## config.mk

```make
export PLATFORM = sky130hd
export DESIGN_NAME = dec_scheduler
export DESIGN_NICKNAME = d
export VERILOG_FILES = /design/src/rtl/dec_scheduler_pkg.sv /design/src/rtl/dec_scheduler.sv
export SDC_FILE = /design/constraint.sdc
export NUM_CORES = 1
export LEC_CHECK = 0
export CAP_MARGIN = 20
export CORE_MARGIN = 2
export CORE_UTILIZATION = 26
export DETAILED_ROUTE_END_ITERATION = 10
export HOLD_SLACK_MARGIN = 0.02
export PLACE_DENSITY = 0.56
export RECOVER_POWER = 100
export SETUP_SLACK_MARGIN = 0.4
export SLEW_MARGIN = 5
export SYNTH_ARGS = -nofsm -noshare
export SYNTH_HDL_FRONTEND = slang
export SYNTH_SLANG_ARGS = --single-unit
```

## constraint.sdc

```tcl
create_clock -name clk -period 2.05 [get_ports clk]
set_input_delay 0.205 -clock clk [delete_from_list [all_inputs] [get_ports clk]]
set_output_delay 0.205 -clock clk [all_outputs]
set_load 0.005 [all_outputs]
```

## src/rtl/dec_scheduler_pkg.sv

```systemverilog
// Shared definitions for the decryption front-end scheduler: algorithm codes,
// the default terminator byte, FSM state encodings and small helpers.
package dec_scheduler_pkg;

  localparam logic [1:0] ALG_CAESAR  = 2'd0;
  localparam logic [1:0] ALG_SCYTALE = 2'd1;
  localparam logic [1:0] ALG_ZIGZAG  = 2'd2;
  localparam logic [1:0] ALG_INVALID = 2'd3;

  localparam logic [7:0] TERM_DEFAULT = 8'hFA;

  typedef enum logic [2:0] {
    IDLE    = 3'd0,
    FWD     = 3'd1,
    DRAIN   = 3'd2,
    FLUSH   = 3'd3,
    DISCARD = 3'd4
  } state_e;

  // One-hot decryptor strobe for an algorithm code; the invalid code maps to none.
  function automatic logic [2:0] alg_onehot(input logic [1:0] alg);
    logic [2:0] oh;
    oh = 3'b000;
    case (alg)
      ALG_CAESAR:  oh = 3'b001;
      ALG_SCYTALE: oh = 3'b010;
      ALG_ZIGZAG:  oh = 3'b100;
      default:     oh = 3'b000;
    endcase
    return oh;
  endfunction

  function automatic logic [1:0] sat_inc2(input logic [1:0] v);
    return (v == 2'd3) ? v : v + 2'd1;
  endfunction

endpackage

```

## src/rtl/dec_scheduler.sv

```systemverilog
// Routes terminated, algorithm-tagged messages to one of three decryptors and
// holds the output mux select until the chosen decryptor has drained.
module dec_scheduler
  import dec_scheduler_pkg::*;
#(
  parameter int                 D_WIDTH = 8,
  parameter logic [D_WIDTH-1:0] TERM    = D_WIDTH'(TERM_DEFAULT),
  parameter int                 MAX_LEN = 64,
  localparam int                LEN_W   = $clog2(MAX_LEN + 1)
) (
  input  logic               clk,
  input  logic               rst_n,
  input  logic [D_WIDTH-1:0] data_i,
  input  logic               valid_i,
  input  logic [1:0]         alg_i,
  output logic               busy_o,
  output logic [D_WIDTH-1:0] data_o,
  output logic               valid0_o,
  output logic               valid1_o,
  output logic               valid2_o,
  input  logic [2:0]         busy_i,
  output logic [1:0]         select_o,
  output logic               err_o,
  output logic               done_o,
  output logic [LEN_W-1:0]   len_o
);

  state_e             state_q, state_d;
  logic [1:0]         select_q, select_d;
  logic [LEN_W-1:0]   cnt_q, cnt_d;
  logic               ovf_q, ovf_d;
  logic [1:0]         res_q, res_d;
  logic [D_WIDTH-1:0] data_q, data_d;
  logic [2:0]         vld_q, vld_d;
  logic               err_q, err_d;
  logic               done_q, done_d;
  logic [LEN_W-1:0]   len_q, len_d;
  logic               busy_q, busy_d;
  logic               sel_busy;

  always_comb begin
    sel_busy = 1'b0;
    case (select_q)
      ALG_CAESAR:  sel_busy = busy_i[0];
      ALG_SCYTALE: sel_busy = busy_i[1];
      ALG_ZIGZAG:  sel_busy = busy_i[2];
      default:     sel_busy = 1'b0;
    endcase
  end

  always_comb begin
    state_d  = state_q;
    select_d = select_q;
    cnt_d    = cnt_q;
    ovf_d    = ovf_q;
    res_d    = res_q;
    data_d   = data_q;
    vld_d    = 3'b000;
    err_d    = 1'b0;
    done_d   = 1'b0;
    len_d    = len_q;

    case (state_q)
      IDLE: begin
        if (valid_i) begin
          select_d = alg_i;
          cnt_d    = LEN_W'(1);
          if (alg_i == ALG_INVALID) begin
            err_d   = 1'b1;
            state_d = (data_i == TERM) ? IDLE : DISCARD;
          end else begin
            data_d = data_i;
            vld_d  = alg_onehot(alg_i);
            if (data_i == TERM) begin
              state_d = DRAIN;
              res_d   = 2'd1;
            end else begin
              state_d = FWD;
            end
          end
        end
      end

      FWD: begin
        if (valid_i) begin
          cnt_d  = cnt_q + LEN_W'(1);
          data_d = data_i;
          vld_d  = alg_onehot(select_q);
          if (data_i == TERM) begin
            state_d = DRAIN;
            res_d   = 2'd1;
          end else if (cnt_d == LEN_W'(MAX_LEN)) begin
            // Over-long message: close it with a synthetic terminator, drop the rest later
            data_d  = TERM;
            err_d   = 1'b1;
            ovf_d   = 1'b1;
            state_d = DRAIN;
            res_d   = 2'd1;
          end
        end
      end

      DRAIN: begin
        res_d = sat_inc2(res_q);
        if (res_q >= 2'd2 && !sel_busy) begin
          state_d = FLUSH;
        end
      end

      FLUSH: begin
        done_d = 1'b1;
        len_d  = cnt_q;
        if (ovf_q) begin
          ovf_d   = 1'b0;
          state_d = DISCARD;
        end else begin
          state_d = IDLE;
        end
      end

      DISCARD: begin
        if (valid_i && data_i == TERM) begin
          state_d = IDLE;
        end
      end

      default: state_d = IDLE;
    endcase

    busy_d = (state_d == DRAIN) || (state_d == FLUSH);
  end

  always_ff @(posedge clk) begin
    if (!rst_n) begin
      state_q  <= IDLE;
      select_q <= 2'd0;
      cnt_q    <= '0;
      ovf_q    <= 1'b0;
      res_q    <= 2'd0;
      data_q   <= '0;
      vld_q    <= 3'b000;
      err_q    <= 1'b0;
      done_q   <= 1'b0;
      len_q    <= '0;
      busy_q   <= 1'b0;
    end else begin
      state_q  <= state_d;
      select_q <= select_d;
      cnt_q    <= cnt_d;
      ovf_q    <= ovf_d;
      res_q    <= res_d;
      data_q   <= data_d;
      vld_q    <= vld_d;
      err_q    <= err_d;
      done_q   <= done_d;
      len_q    <= len_d;
      busy_q   <= busy_d;
    end
  end

  assign busy_o   = busy_q;
  assign data_o   = data_q;
  assign valid0_o = vld_q[0];
  assign valid1_o = vld_q[1];
  assign valid2_o = vld_q[2];
  assign select_o = select_q;
  assign err_o    = err_q;
  assign done_o   = done_q;
  assign len_o    = len_q;

endmodule
```

======== Word-level counts from Yosys, hierarchy flattened ========
Cells that the tools add are included.
cells by class
  $add $sub $neg .......................... 2
  order comparisons ....................... 1
  eq/ne operators ......................... 22
  mux-type cells .......................... 46
  reductions and logical operators ........ 15
operators with widths
  operator                                                         count
  8-bit two-way mux                                                5
  3-bit two-way mux                                                12
  3-bit one-hot mux with 3 select lines                            2
  2-bit two-way mux                                                8
  8-bit one-hot mux with 2 select lines                            1
  3-bit one-hot mux with 5 select lines                            1
  7-bit two-way mux                                                2
  2-bit inequality test, second input constant                     7
  7-bit one-hot mux with 2 select lines                            1
  3-bit by 2-bit == test with 1-bit output, second input constant  4
  1-bit two-way mux                                                9
  2-bit == test, second input constant                             4
  8-bit == test, second input constant                             1
  4-bit AND reduction                                              2
  7-bit by 1-bit adder with 7-bit output, second input constant    1
  7-bit == test, second input constant                             1
  7-bit AND reduction                                              1
  2-bit one-hot mux with 3 select lines                            1
  3-bit one-hot mux with 2 select lines                            1
  2-bit by 1-bit == test with 1-bit output, second input constant  2
  2-bit zero test                                                  2
  1-bit one-hot mux with 2 select lines                            2
  2-bit nonzero test                                               2
  3-bit by 1-bit == test with 1-bit output, second input constant  1
  12 further kinds                                                 13
storage, ports and cells
  register bits ........................... 36
  bits of input ports ..................... 16
  output and inout port bits .............. 23
  word-level logic and storage cells ...... 97

======== Logic depth before layout (Yosys ltp) ========
  word-level depth ........................ 8
  gate-level depth with buffers ........... 6

======== Worst setup path before layout ========
Ideal clock, no wire load.
  path kind ............................... flip-flop to flip-flop
  start ................................... register cnt_q[0]
  end ..................................... register data_q[0] (netlist: data_o[0])
  setup time .............................. 0.117 ns
  arrival time ............................ 1.475 ns
  setup slack ............................. 0.457 ns
  stages on the path, launching flop included .. 6
  buffers on the path ..................... 0
  cells stage by stage .................... dfxtp_1 -> ha_1 -> nand3_1 -> nor4_2 -> o31ai_2 -> a32o_1
on the way
  word-level cells in the longest chain between the ends .. 6
ends and longest elaborated chain
  what                                    RTL line              text
  start, declared                         dec_scheduler.sv:30   logic [LEN_W-1:0] cnt_q, cnt_d;
  start signal, assigned                  dec_scheduler.sv:149  cnt_q <= cnt_d;
  7-bit by 1-bit adder with 7-bit output  dec_scheduler.sv:86   cnt_d = cnt_q + LEN_W'(1);
  7-bit == test                           dec_scheduler.sv:92   end else if (cnt_d == LEN_W'(MAX_LEN)) begin
  8-bit two-way mux                       dec_scheduler.sv:92
  8-bit two-way mux                       dec_scheduler.sv:89   if (data_i == TERM) begin
  8-bit two-way mux                       dec_scheduler.sv:85   if (valid_i) begin
  8-bit one-hot mux with 2 select lines   dec_scheduler.sv:63   case (state_q)
  end signal, assigned                    dec_scheduler.sv:152  data_q <= data_d;
  end, declared                           dec_scheduler.sv:33   logic [D_WIDTH-1:0] data_q, data_d;
No other way between the ends. The select of a mux whose other input is x is not followed.
A chain may end at the register's enable or synchronous reset.

======== Final worst setup path ========
  start ................................... register cnt_q[0]
  end ..................................... register res_q[0]
on the way
  word-level cells in the longest chain between the ends .. 4
ends and longest elaborated chain
  what                                    RTL line              text
  7-bit by 1-bit adder with 7-bit output  dec_scheduler.sv:86
  7-bit == test                           dec_scheduler.sv:92
  3-bit inequality test (no source line)  n/a
  7-bit AND reduction (no source line)    n/a
  end signal, assigned                    dec_scheduler.sv:151  res_q <= res_d;
  end, declared                           dec_scheduler.sv:32   logic [1:0] res_q, res_d;
No other way between the ends.

==> out/summary.md <==
- synthesized-area fraction occupied by ao, oa, aoi and oai cells: 0.218
- Max Freq: 596 MHz
- startpoint type of the worst setup path: register
- clock latency reported for the late side of the worst-skew pair: 0.29 ns
- number of synthesized register bits: 36
- source of the worst register-to-register timing path: cnt_q[0]$_SDFFE_PN0P_
- number of buffers inserted by hold repair at cts: 0
- fraction of the cycle the final worst path needs: 0.819
- class of the worst hold path: reg2reg
- Total GRT Usage: 0.120
- depth of the worst hold-timing path: 2
- global placement routability congestion: 0.830
- TritonCTS sink count: 36
- Detailed Route Iter0 Violations: 62
- cell area after synthesis: 1690 um^2
- overall power of the completed layout: 1.52 mW
- startpoint of the lowest-slack hold path: ovf_q$_SDFFE_PN0P_
- worst reg-to-reg path cell count: 6
- time the worst path needs with I/O delays and setup: 1.68 ns
- CP endpoint kind: register
- number of cell rows: 29
- cell at the slowest stage of the critical path: or3_4
- setup skew after layout: 0.00697 ns
- Slew @ Worst Pin: 0.546 ns
- CTS clock-pin slew for the worst setup and hold paths: 0.08 ns
- H-tree depth: 2
- total die area: 7160 um^2
- number of CTS-inserted buffers: 5
- Hold Path Sink: state_q[2]$_SDFF_PN0_
- leakage power total: 0.925 nW
- first-pass iteration count of the detailed router: 4
- count of mapped cells out of synthesis: 195
- Final TNS setup: 0 ns
- main combinational cell family by area after synthesis: simple AND/OR/NAND/NOR gates
- synthesized-area fraction occupied by xor and xnor cells: 0
- fraction of the mapped netlist area in adder cells: 0.0222
- number of vias in the routed layout: 1577
- Crit Path Max Fanout: 6
- Slew Viols, Final: 0
- critical setup path kind: reg2reg
- maximum VDD drop: 0.240 mV
- Avg Synthesized Cell Area: 8.67 um^2
- number of enable-type register cells in the synthesized netlist: 0
- overall overflow remaining after global route: 0
- signed area change from the synthesized netlist to the final layout: 38.1%
- series of cell instances along the critical path: ha_1, nand3_4, nor4_2, buf_4, or3_4, a41o_1
- async set or reset register ratio after synthesis: 0
- area inside the core boundary: 6310 um^2
- post-detailed-route wirelength per cell: 13.2 um
- CP max stage delay: 0.39 ns
- number of global-route vias before repair: 1451
- area of the multi-input gates: 930 um^2
- Die Span Y: 84.6 um
- post-placement setup slack: 0.123 ns
- dominant register cell in the synthesized netlist: dfxtp_1
- capturing point of the worst reg2reg path: res_q[0]$_SDFFE_PN0P_
- number of nets at the end of the flow: 259
- total of warnings raised by yosys: 0
- endpoint required time on the critical path: 2.24 ns
- initial antenna violation count: 0
- count of inserted antenna diode cells: 0
- share of final-layout standard cells stronger than drive strength 1: 0.129
- share of synthesized area spent on multiplexers: 0.0474
- Antenna Violating Nets Remaining: 0
- arrival time of data at the critical path endpoint: 1.87 ns
- Root Buffer: clkbuf_8
- Remaining DRCs: 0
- power density over the cells: 651 nW/um^2
- cell area reported after detailed placement: 2190 um^2
- minimum setup slack among reg-to-reg paths: 0.37 ns
- worst path bufs/invs: 1
- width of the die: 84.6 um
- portion of the post-synthesis area used by sequential elements: 0.426
- final routed wirelength across all metal layers: 4190 um
- final count of hold timing violations: 0
- status: completed
- fillers: 674
- effective utilization at floorplan: 0.268
- clock tree from TritonCTS: yes
- Mapped Nets: 214
- Top Ports: 39
- half-perimeter wire length of the detailed placement result: 3030 um
- maximum root-to-sink buffer count: 2
- simple-gate share of the synthesized area: 0.238
- final count of negative-setup-slack endpoints: 0
- kind of cell adding the most delay to the critical path: simple AND/OR/NAND/NOR gates
- area occupied by registers: 726 um^2
- maximum number of pins on one net before global-route repair: 25
- global-route wire length before repair: 6980 um
- Setup WS post-layout: 0.371 ns
- setup repair after global routing missed its margin: true
- maximum capacitance violations: 0
- final cell area excluding filler cells: 2330 um^2
- number of buffers added on ports: 38
- routed via count divided by cell count: 4.96
- Distinct cells, synth: 46
- Slew headroom: 0.635
stage by stage:
step,util,cells,hold WS (ns)
2_1_floorplan,-,195,0.341
3_5_place_dp,0.347,309,0.456
3_3_place_gp,0.347,309,0.447
6_report,0.370,318,0.469
4_1_cts,0.366,317,0.469
5_1_grt,0.370,318,0.477
synthesized netlist by cell type, types with 3 or more instances:
cell type   n  area [um^2]
a31oi_1     5         31.3
nand2_1    11         41.3
inv_1       7         26.3
clkbuf_1    7         26.3
buf_2       3         15.0
a21oi_1    19         95.1
or3_1       4         25.0
nor2_1     24         90.1
mux2i_1     8         80.1
nand3_1     4         20.0
dfxtp_1    36          721
nand3b_1    3         22.5
ha_1        3         37.5
nor3b_1     5         37.5
o21ai_0    14         70.1
how the worst max path moves through the flow:
stage	start	endpoint	slack, ns	cells past startpoint
finish	cnt_q[0]$_SDFFE_PN0P_	res_q[0]$_SDFFE_PN0P_	0.37	6
global route	valid_i	ovf_q$_SDFFE_PN0P_	0.26	6
CTS	state_q[1]$_SDFF_PN0_	state_q[0]$_SDFF_PN0_	0.42	4
detailed placement	data_i[3]	res_q[1]$_SDFFE_PN0P_	0.12	5
global placement	data_i[7]	res_q[1]$_SDFFE_PN0P_	0.15	5
floorplan	cnt_q[0]$_SDFFE_PN0P_	data_o[0]$_SDFFE_PN0P_	0.46	5
layout make-up:
| class | count | area share |
|---|---|---|
| clock buffers | 6 | 0.0354 |
| well taps | 77 | 0.0413 |
| clock inverters | 2 | 0.00643 |
| inverters | 8 | 0.0129 |
| repair buffers | 49 | 0.195 |
| flip-flops and latches | 36 | 0.311 |
| multi-input cells | 140 | 0.398 |
worst reg2reg max path, cell delays in order (launching register included):
cell     delay (ns)
dfxtp_1        0.36
ha_1           0.27
nand3_4        0.12
nor4_2         0.04
buf_4          0.16
or3_4          0.39
a41o_1         0.23
kinds of logic after synthesis:
kind of cell	Yosys count
simple gates	72
compound gates	57
flops	36
buf+inv	19
mux	8
fa+ha+maj	3
flip-flops by register name, indices dropped and copies added, names as in the netlist:
| register | flops |
|---|---|
| vld_q | 3 |
| state_q | 3 |
| select_o | 2 |
| data_o | 8 |
| done_o | 1 |
| busy_o | 1 |
| cnt_q | 7 |
| res_q | 2 |
| len_o | 7 |
| ovf_q | 1 |
| err_o | 1 |
layout by cell type (no fill, tap or decap), drive strengths merged, types with 3 or more instances in the layout:
| cell | Yosys | layout |
|---|---|---|
| a21oi | 19 | 19 |
| a31oi | 5 | 5 |
| buf | 4 | 8 |
| clkbuf | 7 | 9 |
| clkdlybuf4s50 | 0 | 15 |
| dfxtp | 36 | 36 |
| dlygate4sd3 | 0 | 23 |
| ha | 3 | 3 |
| inv | 7 | 7 |
| mux2i | 8 | 8 |
| nand2 | 11 | 11 |
| nand3 | 4 | 4 |
| nand3b | 3 | 3 |
| nor2 | 24 | 24 |
| nor3b | 6 | 6 |
| nor4 | 3 | 3 |
| o21ai | 14 | 14 |
| or3 | 4 | 4 |
what timing repair did:
action / in CTS / in global routing
buffers inserted: 0 / 1
pin swaps: 0 / 1
gates resized for setup: 5 / 16
endpoints found under the setup margin: 12 / 7
layer usage:
layer  share of wire  routed length, um  vias up  GRT usage
met5               0                  0        -          0
met4           0.011                 45        0     0.0433
met3           0.061                255        5     0.0393
met2            0.43               1790       42      0.168
met1            0.50               2100      726      0.171
li1                -                  -      804          -
where the power goes:
| group | internal [mW] | switching [mW] | total (mW) |
|---|---|---|---|
| Clock | 0.272 | 0.262 | 0.534 |
| Sequential | 0.727 | 0.0218 | 0.749 |
| Combinational | 0.119 | 0.117 | 0.236 |
(Power assumes the default switching activity.)
==> patch 1: new RTL, config.mk and constraints unchanged <==
Change the parameter `MAX_LEN` from 64 to 128.
--- a/src/rtl/dec_scheduler.sv
+++ b/src/rtl/dec_scheduler.sv
@@ -6,5 +6,5 @@
   parameter int                 D_WIDTH = 8,
   parameter logic [D_WIDTH-1:0] TERM    = D_WIDTH'(TERM_DEFAULT),
-  parameter int                 MAX_LEN = 64,
+  parameter int                 MAX_LEN = 128,
   localparam int                LEN_W   = $clog2(MAX_LEN + 1)
 ) (
Ports: changed (resized len_o); port bits go from 39 to 40. No check against the original RTL was run, so the function may have changed too.
==> patch 1 against the original RTL <==
  * Sequential share of layout area fell by 0.76 points
  * Design area rose by 9.6%
  * Clock skew fell by 0.77 ps
  * Area after synthesis rose by 7.1%
  * Combinational power rose by 11%
  * Worst setup slack got worse by 76 ps
  * Total power rose by 3.8%
  * Wire length rose by 7.5%
  * Sequential cell count rose by 2
  * Critical path type unchanged
  * Largest cell class unchanged
==> patch 1: results (changes against the original RTL) <==
Number of cells on the worst hold path -> 5 (+3)
WP data arrival -> 1970 ps (+100 ps)
Largest driver fanout on the critical path -> 7 (+1)
Detailed Routing Iterations Pass 1 -> 5 (+1)
Number of fillers in the final layout -> 716 (+6.2%)
Leak -> 1.05 nW (+14%)
Post-Route Skew -> 6.20 ps (-0.769 ps)
Root buffer cell -> sky130_fd_sc_hd__clkbuf_8
Routed length on met1 -> 2180 um (+3.6%)
Clock latency on the worst-skew pair -> 290 ps (about the same)
Fraction of the yosys area taken by sequential cells -> 0.420 (-0.00617)
Share of total power consumed by net switching -> 0.264 (-0.000517)
Number of flops mapped to enable cells by yosys -> 0 (unchanged)
Post-route design area -> 0.00256 sq mm (+9.6%)
Global-route wire length before repair -> 7650 um (+9.7%)
Layout cells sized above 1 -> 0.178 (+0.0491)
Number of DRC markers after the initial detailed-route iteration -> 94 (+52%)
Transition time at the pin with the least slew margin -> 444 ps (-102 ps)
Unique cell type count in the Yosys netlist -> 43 (-6.5%)
Delay of the slowest cell on the worst path -> 370 ps (-20 ps)
Met2 wirelength from detailed routing -> 2010 um (+12%)
Worst slack after detailed placement -> 94.3 ps (-28.9 ps)
Post-detailed-route wirelength per cell -> 12.9 um (-2.3%)
Critical Path Slowest Stage Cell -> sky130_fd_sc_hd__dfxtp_4
Initial antenna violation count -> 0 (unchanged)
Number of warnings printed during yosys synthesis -> 0 (unchanged)
Maximum number of buffers from clock root to sink -> 2 (unchanged)
Diode insertion count for antenna repair -> 0 (unchanged)
Number of cells on the worst reg-to-reg path -> 5 (-1)
Most common library cells after synthesis -> 38 x sky130_fd_sc_hd__dfxtp_1, 27 x sky130_fd_sc_hd__nor2_1, 21 x sky130_fd_sc_hd__a21oi_1
CP top delay family -> compound AO/OA/AOI/OAI gates
Type of the tightest min-delay check -> input port to register
Number of buffers inserted by port buffering -> 39 (+2.6%)
DR vias/cell -> 4.84 (-2.5%)
Cell types occupying the most area after synthesis -> sky130_fd_sc_hd__dfxtp_1 42%, sky130_fd_sc_hd__a21oi_1 5.8%, sky130_fd_sc_hd__nor2_1 5.6%
Weighted congestion at the end of routability-driven global placement -> 0.764 (-7.9%)
Overall track demand over capacity in global routing -> 0.127 (+0.00729)
Outcome -> complete, no violations
Largest net degree at the start of global routing -> 21 (-16%)
Net count, final -> 288 (+11%)
Clock buffer count from CTS -> 5 (unchanged)
Maximum vdd drop -> 0.232 mV (-3.3%)
Instance area at placement -> 0.00233 sq mm (+6.6%)
Met3 WL -> 257 um (+0.78%)
Total nets after synthesis -> 233 (+8.9%)
Sum of net half-perimeters after detailed placement -> 3130 um (+3.2%)
-- patch 1: cell types whose count changed after synthesis, sizes merged, moves of 3 or more --
cell	change
inv	+6
nor3b	-4
nor2	+3
nand2	+9
nor3	+4
a21oi	+3
-- patch 1: final timing paths --
kind,from,endpoint,slack [ps]
max,cnt_q[4]$_SDFFE_PN0P_,res_q[1]$_SDFFE_PN0P_,290
min,valid_i,state_q[2]$_SDFF_PN0_,420
max reg2reg,cnt_q[4]$_SDFFE_PN0P_,res_q[1]$_SDFFE_PN0P_,290
min reg2reg,data_o[2]$_SDFFE_PN0P_,data_o[2]$_SDFFE_PN0P_,470
-- patch 1: power by group through the flow --
| stage | combinational (mW) | clock [mW] | sequential [mW] |
|---|---|---|---|
| floorplan | 0.133 | 0 | 0.802 |
| global placement | 0.252 | 0 | 0.806 |
| detailed placement | 0.252 | 0 | 0.805 |
| CTS | 0.262 | 0.547 | 0.788 |
| global route | 0.291 | 0.582 | 0.790 |
| finish | 0.262 | 0.530 | 0.786 |
-- patch 1: logic make-up after synthesis --
family                   Yosys count  share of synthesized area
AO/OA/AOI/OAI                     61                      0.239
AND/OR/NAND/NOR                   79                      0.214
flip-flops                        38                      0.420
adder cells (fa/ha/maj)            3                     0.0207
multiplexers                       9                     0.0498
buffers and inverters             24                     0.0560
-- patch 1: metrics by stage --
step | cells | hold WS (ps) | power, mW
final | 350 | 423 | 1.58
after detailed placement | 333 | 460 | 1.06
after CTS | 345 | 478 | 1.60
after global placement | 333 | 463 | 1.06
after floorplan | 214 | 333 | 0.936
after global routing | 350 | 443 | 1.66
-- patch 1: cell type report --
class	instances	share of cell area
Clock buffer	7	0.0337
Inverter	13	0.0191
Sequential cell	38	0.303
Tap cell	80	0.0391
Clock inverter	1	0.00196
Multi-Input combinational cell	152	0.389
Timing Repair Buffer	59	0.214
-- patch 1: routing by layer --
| metal | vias up | global-route usage |
|---|---|---|
| li1 | 868 | - |
| met5 | - | 0 |
| met3 | 7 | 0.0351 |
| met4 | 0 | 0.0559 |
| met2 | 53 | 0.195 |
| met1 | 765 | 0.167 |
-- patch 1: worst min-delay path, cell delays in order --
cell,delay [ps]
sky130_fd_sc_hd__dlymetal6s2s_1,130
sky130_fd_sc_hd__buf_4,150
sky130_fd_sc_hd__nand2_1,50
sky130_fd_sc_hd__a221oi_1,60
sky130_fd_sc_hd__nor2_1,80
-- patch 1: timing repair --
item,4_1_cts,5_1_grt
buffers inserted,4,5
setup endpoints to repair,12,15
gates resized for setup,15,18
pin swaps,4,17
endpoints found under the hold margin,0,0
==> patch 2: new RTL, same settings <==
Made on the original files. Encoding of `state_e`: now one-hot (5 bits for 5 states).
--- a/src/rtl/dec_scheduler_pkg.sv
+++ b/src/rtl/dec_scheduler_pkg.sv
@@ -10,10 +10,10 @@
   localparam logic [7:0] TERM_DEFAULT = 8'hFA;
 
-  typedef enum logic [2:0] {
-    IDLE    = 3'd0,
-    FWD     = 3'd1,
-    DRAIN   = 3'd2,
-    FLUSH   = 3'd3,
-    DISCARD = 3'd4
+  typedef enum logic [4:0] {
+    IDLE    = 5'b00001,
+    FWD     = 5'b00010,
+    DRAIN   = 5'b00100,
+    FLUSH   = 5'b01000,
+    DISCARD = 5'b10000
   } state_e;
 
Formal check against the unedited RTL: no difference found for any inputs over 10 cycles, from zero or initial values and one cycle with rst_n low; not proved beyond that.
==> patch 2 against the original RTL <==
  * Design area grew 15%
  * Area after synthesis up 10%
  * Wire length is 26% higher
  * Clock skew is 4.8 ps lower
  * Worst setup slack worse by 110 ps
  * Clock power shrank 4.3%
  * Via count increased by 17%
  * Critical path depth shrank 1
  * Sequential cell count rose by 2
  * Total power up 18%
  * Final cell count up 18%
  * Die area rose by 9.7%
  * Critical path type unchanged
==> patch 2: results (changes against the original RTL) <==
Outcome -> complete, no violations
Largest net degree at the start of global routing -> 20 (-20%)
Number of levels in the clock H-tree -> 2 (unchanged)
WP data arrival -> 2020 ps (+150 ps)
Max_slew headroom -> 0.571 (-0.0643)
Detailed Routing Iterations Pass 1 -> 4 (unchanged)
Commonest register cell after synthesis -> sky130_fd_sc_hd__dfxtp_1
Delay of the slowest cell on the worst path -> 480 ps (+90 ps)
Clock latency on the worst-skew pair -> 290 ps (about the same)
Global-route wire length before repair -> 8470 um (+21%)
Register-to-register path setup slack -> 260 ps (-110 ps)
Initial antenna violation count -> 0 (unchanged)
Fraction of the yosys area taken by sequential cells -> 0.409 (-0.0177)
Leak -> 1.09 nW (+18%)
Cell types occupying the most area after synthesis -> sky130_fd_sc_hd__dfxtp_1 41%, sky130_fd_sc_hd__nor2_1 6.7%, sky130_fd_sc_hd__a21oi_1 5.6%
Root buffer cell -> sky130_fd_sc_hd__clkbuf_8
Sum of net half-perimeters after detailed placement -> 3660 um (+21%)
Total nets after synthesis -> 240 (+12%)
Vias in the first global route -> 1,704 (+17%)
Critical Path Slowest Stage Cell -> sky130_fd_sc_hd__or3_2
Endpoint of the most critical register-to-register path -> busy_o$_SDFF_PN0_
Net count, final -> 300 (+16%)
Unique cell type count in the Yosys netlist -> 53 (+15%)
Worst slack after detailed placement -> -23.8 ps (-147 ps)
Clk pin slew, worst setup/hold paths -> 70 ps
Weighted congestion at the end of routability-driven global placement -> 0.805 (-3.0%)
Maximum vdd drop -> 0.261 mV (+8.9%)
Number of cells on the worst reg-to-reg path -> 5 (-1)
Critical path startpoint -> state_q[2]$_SDFF_PN0_
Instance area at placement -> 0.00244 sq mm (+12%)
Post-Route Skew -> 2.19 ps (-4.78 ps)
Post-detailed-route wirelength per cell -> 14.1 um (+6.7%)
Share of flip-flops with an asynchronous set or reset -> 0 (unchanged)
CP top delay family -> simple AND/OR/NAND/NOR gates
Most common library cells after synthesis -> 38 x sky130_fd_sc_hd__dfxtp_1, 33 x sky130_fd_sc_hd__nor2_1, 21 x sky130_fd_sc_hd__a21oi_1
Type of the tightest min-delay check -> register to register
Min Tclk post-route -> 1790 ps (+110 ps)
Type of the setup path with the least slack -> register to register
Layout cells sized above 1 -> 0.204 (+0.0749)
Number of buffers inserted by port buffering -> 38 (unchanged)
Largest driver fanout on the critical path -> 4 (-2)
Overall track demand over capacity in global routing -> 0.139 (+0.0193)
DR vias/cell -> 4.92 (-0.78%)
Number of DRC markers after the initial detailed-route iteration -> 95 (+53%)
==> patch 2: cell count changes in the layout (fill, tap and decap cells not counted), moves of 4 or more <==
cell / delta
sky130_fd_sc_hd__nor2_1: +7
sky130_fd_sc_hd__nand3_1: +5
sky130_fd_sc_hd__o21ai_0: -5
sky130_fd_sc_hd__nand2_1: +4
sky130_fd_sc_hd__buf_4: +11
==> patch 2: power by group <==
group | internal [mW] | switching (mW)
logic | 0.215 | 0.217
registers | 0.792 | 0.0568
clock network | 0.259 | 0.251
==> patch 2: area by class of cell <==
cell class / count / area [sq um]
Fill cell: 709 / 4170
Multi-Input combinational cell: 167 / 1130
Sequential cell: 38 / 779
Timing Repair Buffer: 63 / 557
Tap cell: 96 / 120
Clock buffer: 6 / 82.6
Inverter: 6 / 22.5
==> patch 2: cells by family (layout without fill, tap and decap cells) <==
| logic type | after synthesis | after routing | synth area share |
|---|---|---|---|
| DFF | 38 | 38 | 0.409 |
| muxes | 9 | 9 | 0.0484 |
| and+or+nand+nor | 97 | 97 | 0.281 |
| AOI/OAI and AO/OA | 57 | 57 | 0.196 |
| buffers and inverters | 16 | 75 | 0.0370 |
| adders and majority gates | 3 | 3 | 0.0202 |
| xor gates and xnor gates | 1 | 1 | 0.00874 |
==> patch 2: repair_timing <==
action                                  CTS  global route
pin swaps                                 5             7
hold endpoints to repair                  0             0
gates resized for setup                  23            20
endpoints found under the setup margin   14            19
buffers inserted                          5             3
==> patch 2: stage by stage <==
step           setup TNS, ps  power, mW  std cells
6_report                   0       1.79        376
5_1_grt                    0       1.89        376
4_1_cts                    0       1.80        373
3_5_place_dp           -36.7       1.26        362
3_3_place_gp               0       1.26        362
2_1_floorplan              0       1.06        221
==> patch 2: how the worst min path moves through the flow <==
stage / start / to / slack [ps]
CTS: ovf_q$_SDFFE_PN0P_ / ovf_q$_SDFFE_PN0P_ / 480
finish: ovf_q$_SDFFE_PN0P_ / ovf_q$_SDFFE_PN0P_ / 480
floorplan: rst_n / state_q[3]$_SDFF_PN0_ / 330
global placement: ovf_q$_SDFFE_PN0P_ / ovf_q$_SDFFE_PN0P_ / 470
global route: ovf_q$_SDFFE_PN0P_ / ovf_q$_SDFFE_PN0P_ / 510
detailed placement: ovf_q$_SDFFE_PN0P_ / ovf_q$_SDFFE_PN0P_ / 470
==> patch 2: layer usage <==
| layer | part of all wire | wire (um) | vias to the layer above | global-route usage |
|---|---|---|---|---|
| met1 | 0.46 | 2430 | 875 | 0.187 |
| met4 | 0.026 | 136 | 0 | 0.0551 |
| met3 | 0.043 | 227 | 11 | 0.0271 |
| met2 | 0.47 | 2490 | 43 | 0.220 |
| met5 | 0 | 0 | - | 0 |
| li1 | - | - | 921 | - |
